$ cat config.mk
export PLATFORM = sky130hd
export DESIGN_NAME = instr_fetch_sequencer
export DESIGN_NICKNAME = d
export VERILOG_FILES = /design/src/rtl/instr_fetch_sequencer.sv
export SDC_FILE = /design/constraint.sdc
export NUM_CORES = 1
export LEC_CHECK = 0
export CORE_ASPECT_RATIO = 1.25
export CORE_MARGIN = 2
export CORE_UTILIZATION = 39
export DETAILED_ROUTE_END_ITERATION = 8
export PLACE_DENSITY = 0.85
export REMOVE_ABC_BUFFERS = 1
export SLEW_MARGIN = 20
export SYNTH_ARGS = -nofsm -noshare
export SYNTH_HDL_FRONTEND = slang
export SYNTH_SLANG_ARGS = --single-unit
$ cat constraint.sdc
create_clock -name Clock -period 1.96 [get_ports Clock]
set_clock_uncertainty 0.2 [all_clocks]
set_input_delay 0.392 -clock Clock [delete_from_list [all_inputs] [get_ports Clock]]
set_output_delay 0.392 -clock Clock [all_outputs]
set_load 0.03 [all_outputs]
$ cat src/rtl/instr_fetch_sequencer.sv
// Two-phase byte fetch into a 16-bit IR: LSB at PC, MSB at PC+1,
// then holds the instruction until the decode stage takes it.
module instr_fetch_sequencer #(
    parameter int unsigned ADDR_WIDTH = 16,
    parameter logic [ADDR_WIDTH-1:0] RESET_PC = '0
) (
    input  logic                  Clock,
    input  logic                  Reset,
    input  logic                  Halt,
    output logic                  MemRead,
    output logic [ADDR_WIDTH-1:0] MemAddr,
    input  logic [7:0]            MemData,
    input  logic                  MemAck,
    output logic                  IRWrite,
    output logic                  IRLH,
    output logic [7:0]            IRData,
    output logic                  InstrValid,
    input  logic                  InstrReady,
    output logic [ADDR_WIDTH-1:0] InstrPC,
    input  logic                  PCLoad,
    input  logic [ADDR_WIDTH-1:0] PCIn
);

    typedef enum logic [1:0] {
        IDLE,
        FETCH_L,
        FETCH_H,
        HOLD
    } state_t;

    state_t                state;
    logic [ADDR_WIDTH-1:0] pc;
    logic [ADDR_WIDTH-1:0] instr_pc;
    logic [ADDR_WIDTH-1:0] pc_inc;

    assign pc_inc     = pc + ADDR_WIDTH'(1);

    assign MemRead    = (state == FETCH_L) || (state == FETCH_H);
    assign MemAddr    = pc;
    assign IRLH       = (state == FETCH_H);
    assign InstrValid = (state == HOLD);
    assign InstrPC    = instr_pc;
    assign IRData     = MemData;

    // A redirect kills the byte in flight so the IR never sees it.
    assign IRWrite    = MemAck & MemRead & ~PCLoad;

    always_ff @(posedge Clock or negedge Reset) begin
        if (!Reset) begin
            state    <= IDLE;
            pc       <= RESET_PC;
            instr_pc <= RESET_PC;
        end else if (PCLoad) begin
            pc    <= PCIn;
            state <= Halt ? IDLE : FETCH_L;
        end else begin
            unique case (state)
                IDLE: begin
                    if (!Halt) state <= FETCH_L;
                end
                FETCH_L: begin
                    if (MemAck) begin
                        instr_pc <= pc;
                        pc       <= pc_inc;
                        state    <= FETCH_H;
                    end
                end
                FETCH_H: begin
                    if (MemAck) begin
                        pc    <= pc_inc;
                        state <= HOLD;
                    end
                end
                HOLD: begin
                    if (InstrReady) state <= Halt ? IDLE : FETCH_L;
                end
            endcase
        end
    end

endmodule
# Yosys cells after proc, flatten, opt, wreduce, memory -nomap -nowiden
# Index checks and enable logic that the tools add are counted.
# op_classes
reduce_logical	8
add_sub_neg	1
bitwise_logic	3
n_mux	10
eq_ne	7
# ops
operator	count
16-bit two-way mux	3
16-bit by 1-bit adder with 16-bit output (second input constant)	1
2-bit two-way mux	5
2-bit case mux with 4 select lines	1
3-bit != test (second input constant)	2
2-bit equality test (second input constant)	2
4-bit AND reduction	1
2-bit nonzero test	2
3-bit by 1-bit != test with 1-bit output (second input constant)	1
3-bit by 2-bit != test with 1-bit output (second input constant)	1
3-bit AND reduction	1
1-bit bitwise AND	2
2-bit by 1-bit equality test with 1-bit output (second input constant)	1
2-bit logical NOT	1
2-bit AND reduction	1
2-bit OR reduction	1
1-bit logical OR	1
1-bit two-way mux	1
1-bit NOT	1
# totals
wordCells	32
reg_bits	34

# Longest topological paths before layout
# depth
ltp_word	4
mapped_depth	6
ltp_nobuf	6

# Worst setup path after synthesis
# No wires, ideal clock.
# synth_path
path_type	register to register
from	reg state[1]
to	reg pc[14] (netlist: MemAddr[14])
path_slack_ps	-392
synth_period_minus_slack_ps	2352
t_required_ps	1634
path_stages_with_launch	6
arrival_time_ps	2026
setup_ps	126
n_path_buf	0
cell_sequence	dfrtp_1 > inv_1 > ha_1 > nand4_1 > or4_4 > a221o_1
# synth_between
elab_chain_len	4
# synth_lines
item	line_no	text
start, declared	31	state_t state;
start signal, assigned	55	state <= Halt ? IDLE : FETCH_L;
start signal, assigned	75	if (InstrReady) state <= Halt ? IDLE : FETCH_L;
2-bit equality test or 2-bit by 1-bit equality test with 1-bit output (tied branches)	57	unique case (state)
2-bit OR reduction (no source line) *	-	
2-bit nonzero test (no source line) *	-	
2-bit AND reduction (no source line) *	-	
end signal, assigned	54	pc <= PCIn;
end signal, assigned	64	pc <= pc_inc;
end signal, assigned	70	pc <= pc_inc;
end, declared	32	logic [ADDR_WIDTH-1:0] pc;
# Every way passes the cells marked *; elsewhere a longest branch is shown, timed or not.
# A chain may end at the register's enable or synchronous reset.

# Worst setup path after layout
# layout_path
from	reg state[1]
to	out IRWrite
# layout_between
elab_chain_len	4
# layout_lines
item	line_no	text
2-bit by 1-bit equality test with 1-bit output or 2-bit equality test (tied branches)	38	assign MemRead = (state == FETCH_L) || (state == FETCH_H);
1-bit logical OR *	38	
1-bit bitwise AND * (2 in a row)	46	assign IRWrite = MemAck & MemRead & ~PCLoad;
end, declared	14	output logic IRWrite,
# Marked as above.

==> results_dict.tcl <==
set metrics [dict create \
    fin_hold_ws_ns 0.291 \
    h-tree-depth 2 \
    drtPass1Iterations 4 \
    synth_area_per_cell_um2 10.4 \
    cp_num_buf_inv 3 \
    synth_common_cells "dfrtp_1 (34), nand2_1 (22), mux2_2 (14), o21ai_0 (14), buf_4 (8)" \
    die_h_um 79.7 \
    synth_most_common_cell "dfrtp_1" \
    pin_count 74 \
    syn_area_mm2 0.00179 \
    finalCriticalPeriod_ns 2.01 \
    min_delay_path_depth 2 \
    path_common_cell "buf_6" \
    synth_top_family_by_area "simple AND/OR/NAND/NOR gates" \
    rsz0062_at_grt "true" \
    vias 1596 \
    diodes 0 \
    seq_area_frac_synth_pct 47.6 \
    grt_overflow 0 \
    cts_root_buffer "clkbuf_8" \
    path_cells "inv_2, ha_4, nand2_4, buf_6, nor2_4, buf_6" \
    hold_viol_final 0 \
    wirelength_um 4600 \
    grtUsageTotal_pct 19.2 \
    dp.cells 297 \
    outcome "complete, but fails checks" \
    regArea_um2 852 \
    fillers 390 \
    placed_cell_area_mm2 0.00252 \
    via_per_inst 5.17 \
    critPathLaunchType "flop" \
    routedWlPerCell_um 14.9 \
    cp.depth 6 \
    hold_path_class "reg2reg" \
    fin_nets 287 \
    cp_max_fo 4 \
    crit_type "reg2out" \
    clk_pin_slew_ns 0.07 \
    dieWidth_um 64.6 \
    synth_edf_count 0 \
    r2r_setup_slack_ns 0.05 \
    core_area_mm2 0.00443 \
    violations "setup timing" \
    pre_cts_ws_ns -0.338 \
    slew_viol_final 0 \
    numCtsBuffers 5 \
    portBuffers 57 \
    clk_latency_ns 0.28 \
    ys_ff_latch 34 \
    fin_ws_ns -0.0474 \
    grt_max_degree 35 \
    cp.required_ns 1.37 \
    synth_top_area_cell "dfrtp_1" \
    leakage_nw 1.16 \
    syn_to_final_growth_pct 50.4 \
    yosysUniqueCellTypes 28 \
    max_freq_ghz 0.498 \
    finalCritPeriodShare_pct 102 \
    netlist_instances 172 \
    cpPeakStageDelay_ns 0.36 \
    num_rows 27 \
    clk_path_buf_depth 2 \
    grt_pass1_wl_um 7520 \
    multi_input_area_um2 888 \
    grt_pass1_vias 1600 \
    synth_simple_gate_area_share_pct 18.4 \
    worst_slew_pin_slew_ns 0.432 \
    place.gp.congestion 0.772 \
    critPathArrivalTime_ns 1.42 \
    crit_family "flip-flops" \
    start_util_pct 40.4 \
    crit_slowest_cell "dfrtp_1" \
    cp-end-kind "primary output" \
    antenna_found_initial 0 \
    irDropWorstVdd_v 0.000620 \
    synth.top_cell.area_share_pct 47.6 \
    stdcell_count 309 \
    design_area_mm2 0.00269 \
    setup_violations 1 \
    synthAdderAreaFrac_pct 4.20 \
    synth_xor_area_share_pct 4.90 \
    ys_async_sr_fraction_pct 100 \
    drtIter0Drc 52 \
    drc 0 \
    rr_worst_depth 3 \
    detail-route-antenna-nets 0 \
    ys_top_cells_by_area "dfrtp_1 (48%), mux2_2 (8.8%), nand2_1 (4.6%)" \
    power_density_mw_per_mm2 1280 \
    drive_gt1_share_pct 26.3 \
    ys.warnings.count 0 \
    place_hpwl_um 3430 \
    clkSinkCount 34 \
    dieArea_mm2 0.00515 \
    cts_tree "yes" \
    cap_viol_max_count 0 \
    synthMuxAreaShare_pct 11.1 \
    synth_top_flop_cell "dfrtp_1" \
    synth_compound_area_share_pct 7.56 \
    slew_headroom_pct 71.2 \
]
[worst min-delay path, delay by kind of cell (launching register included)]
family	cells	cell delay (ns)
AOI/OAI and AO/OA	1	0.06
DFF	1	0.35
and+or+nand+nor	1	0.05
[power by group]
| group | switching [W] | internal (W) | total, W |
|---|---|---|---|
| Combinational | 0.00101 | 0.000892 | 0.00190 |
| Sequential | 0.000143 | 0.000922 | 0.00107 |
| Clock | 0.000236 | 0.000244 | 0.000480 |
| Total | 0.00139 | 0.00206 | 0.00345 |
[flip-flops by register name (all words and copies together), names as in the netlist]
name,flops
MemAddr,16
InstrPC,16
state,2
[through the flow]
step	setup TNS, ns	total power [W]	utilization, %
4_1_cts	-0.109	0.00337	58.8
2_1_floorplan	-1.64	0.00202	-
5_1_grt	-0.175	0.00364	60.8
6_report	-0.0474	0.00345	60.8
3_3_place_gp	-1.77	0.00280	57.0
3_5_place_dp	-2.38	0.00286	57.0
[layout by cell type (no fill, tap or decap), types with 4 or more instances in the layout]
master           instances
buf_4                   29
buf_6                    4
clkbuf_8                 5
clkdlybuf4s50_1         36
dfrtp_1                 33
dlygate4sd2_1           17
ha_1                     4
inv_1                    4
mux2_2                  14
mux2i_1                  4
nand2_1                 21
nand3_1                  6
nand4_1                  5
nor2_1                   6
o21ai_0                 14
xnor2_1                  4
xor2_1                   6
[cell families after synthesis]
family | after synthesis
simple gates | 61
flops | 34
compound gates | 22
buf+inv | 21
mux | 18
xor+xnor | 10
fa+ha+maj | 6
[final timing paths]
check                                          end                   start
hold / removal              InstrPC[7]$_DFFE_PN0P_  InstrPC[7]$_DFFE_PN0P_
hold reg to reg             InstrPC[7]$_DFFE_PN0P_  InstrPC[7]$_DFFE_PN0P_
max in group asynchronous   MemAddr[4]$_DFFE_PN0P_                   Reset
min in group asynchronous     state[0]$_DFFE_PN0P_                   Reset
setup / recovery                           IRWrite    state[1]$_DFFE_PN0P_
setup reg to reg           MemAddr[14]$_DFFE_PN0P_  MemAddr[5]$_DFFE_PN0P_
[metal layers]
metal / track usage [%] / vias to the layer above / wire, um
met3: 6.06 / 11 / 289
met2: 34.2 / 64 / 2370
li1: - / 757 / -
met5: 0 / - / 0
met1: 21.3 / 764 / 1850
met4: 7.23 / 0 / 94
[area by class of cell]
class | instances | share of cell area (%)
tap | 58 | 2.70
multi-input combinational | 117 | 33.0
sequential | 34 | 31.7
inverter | 6 | 0.838
timing repair buffer | 87 | 28.9
clock buffer | 7 | 2.84
[what timing repair did]
item                                   4_1_cts  5_1_grt
hold buffers                                 0        0
gates resized for setup                     26       14
pin swaps                                    2        4
setup buffers                                1        4
endpoints found under the hold margin        0        0
setup endpoints to repair                   22        8
Power figures use the tool's default switching activity.
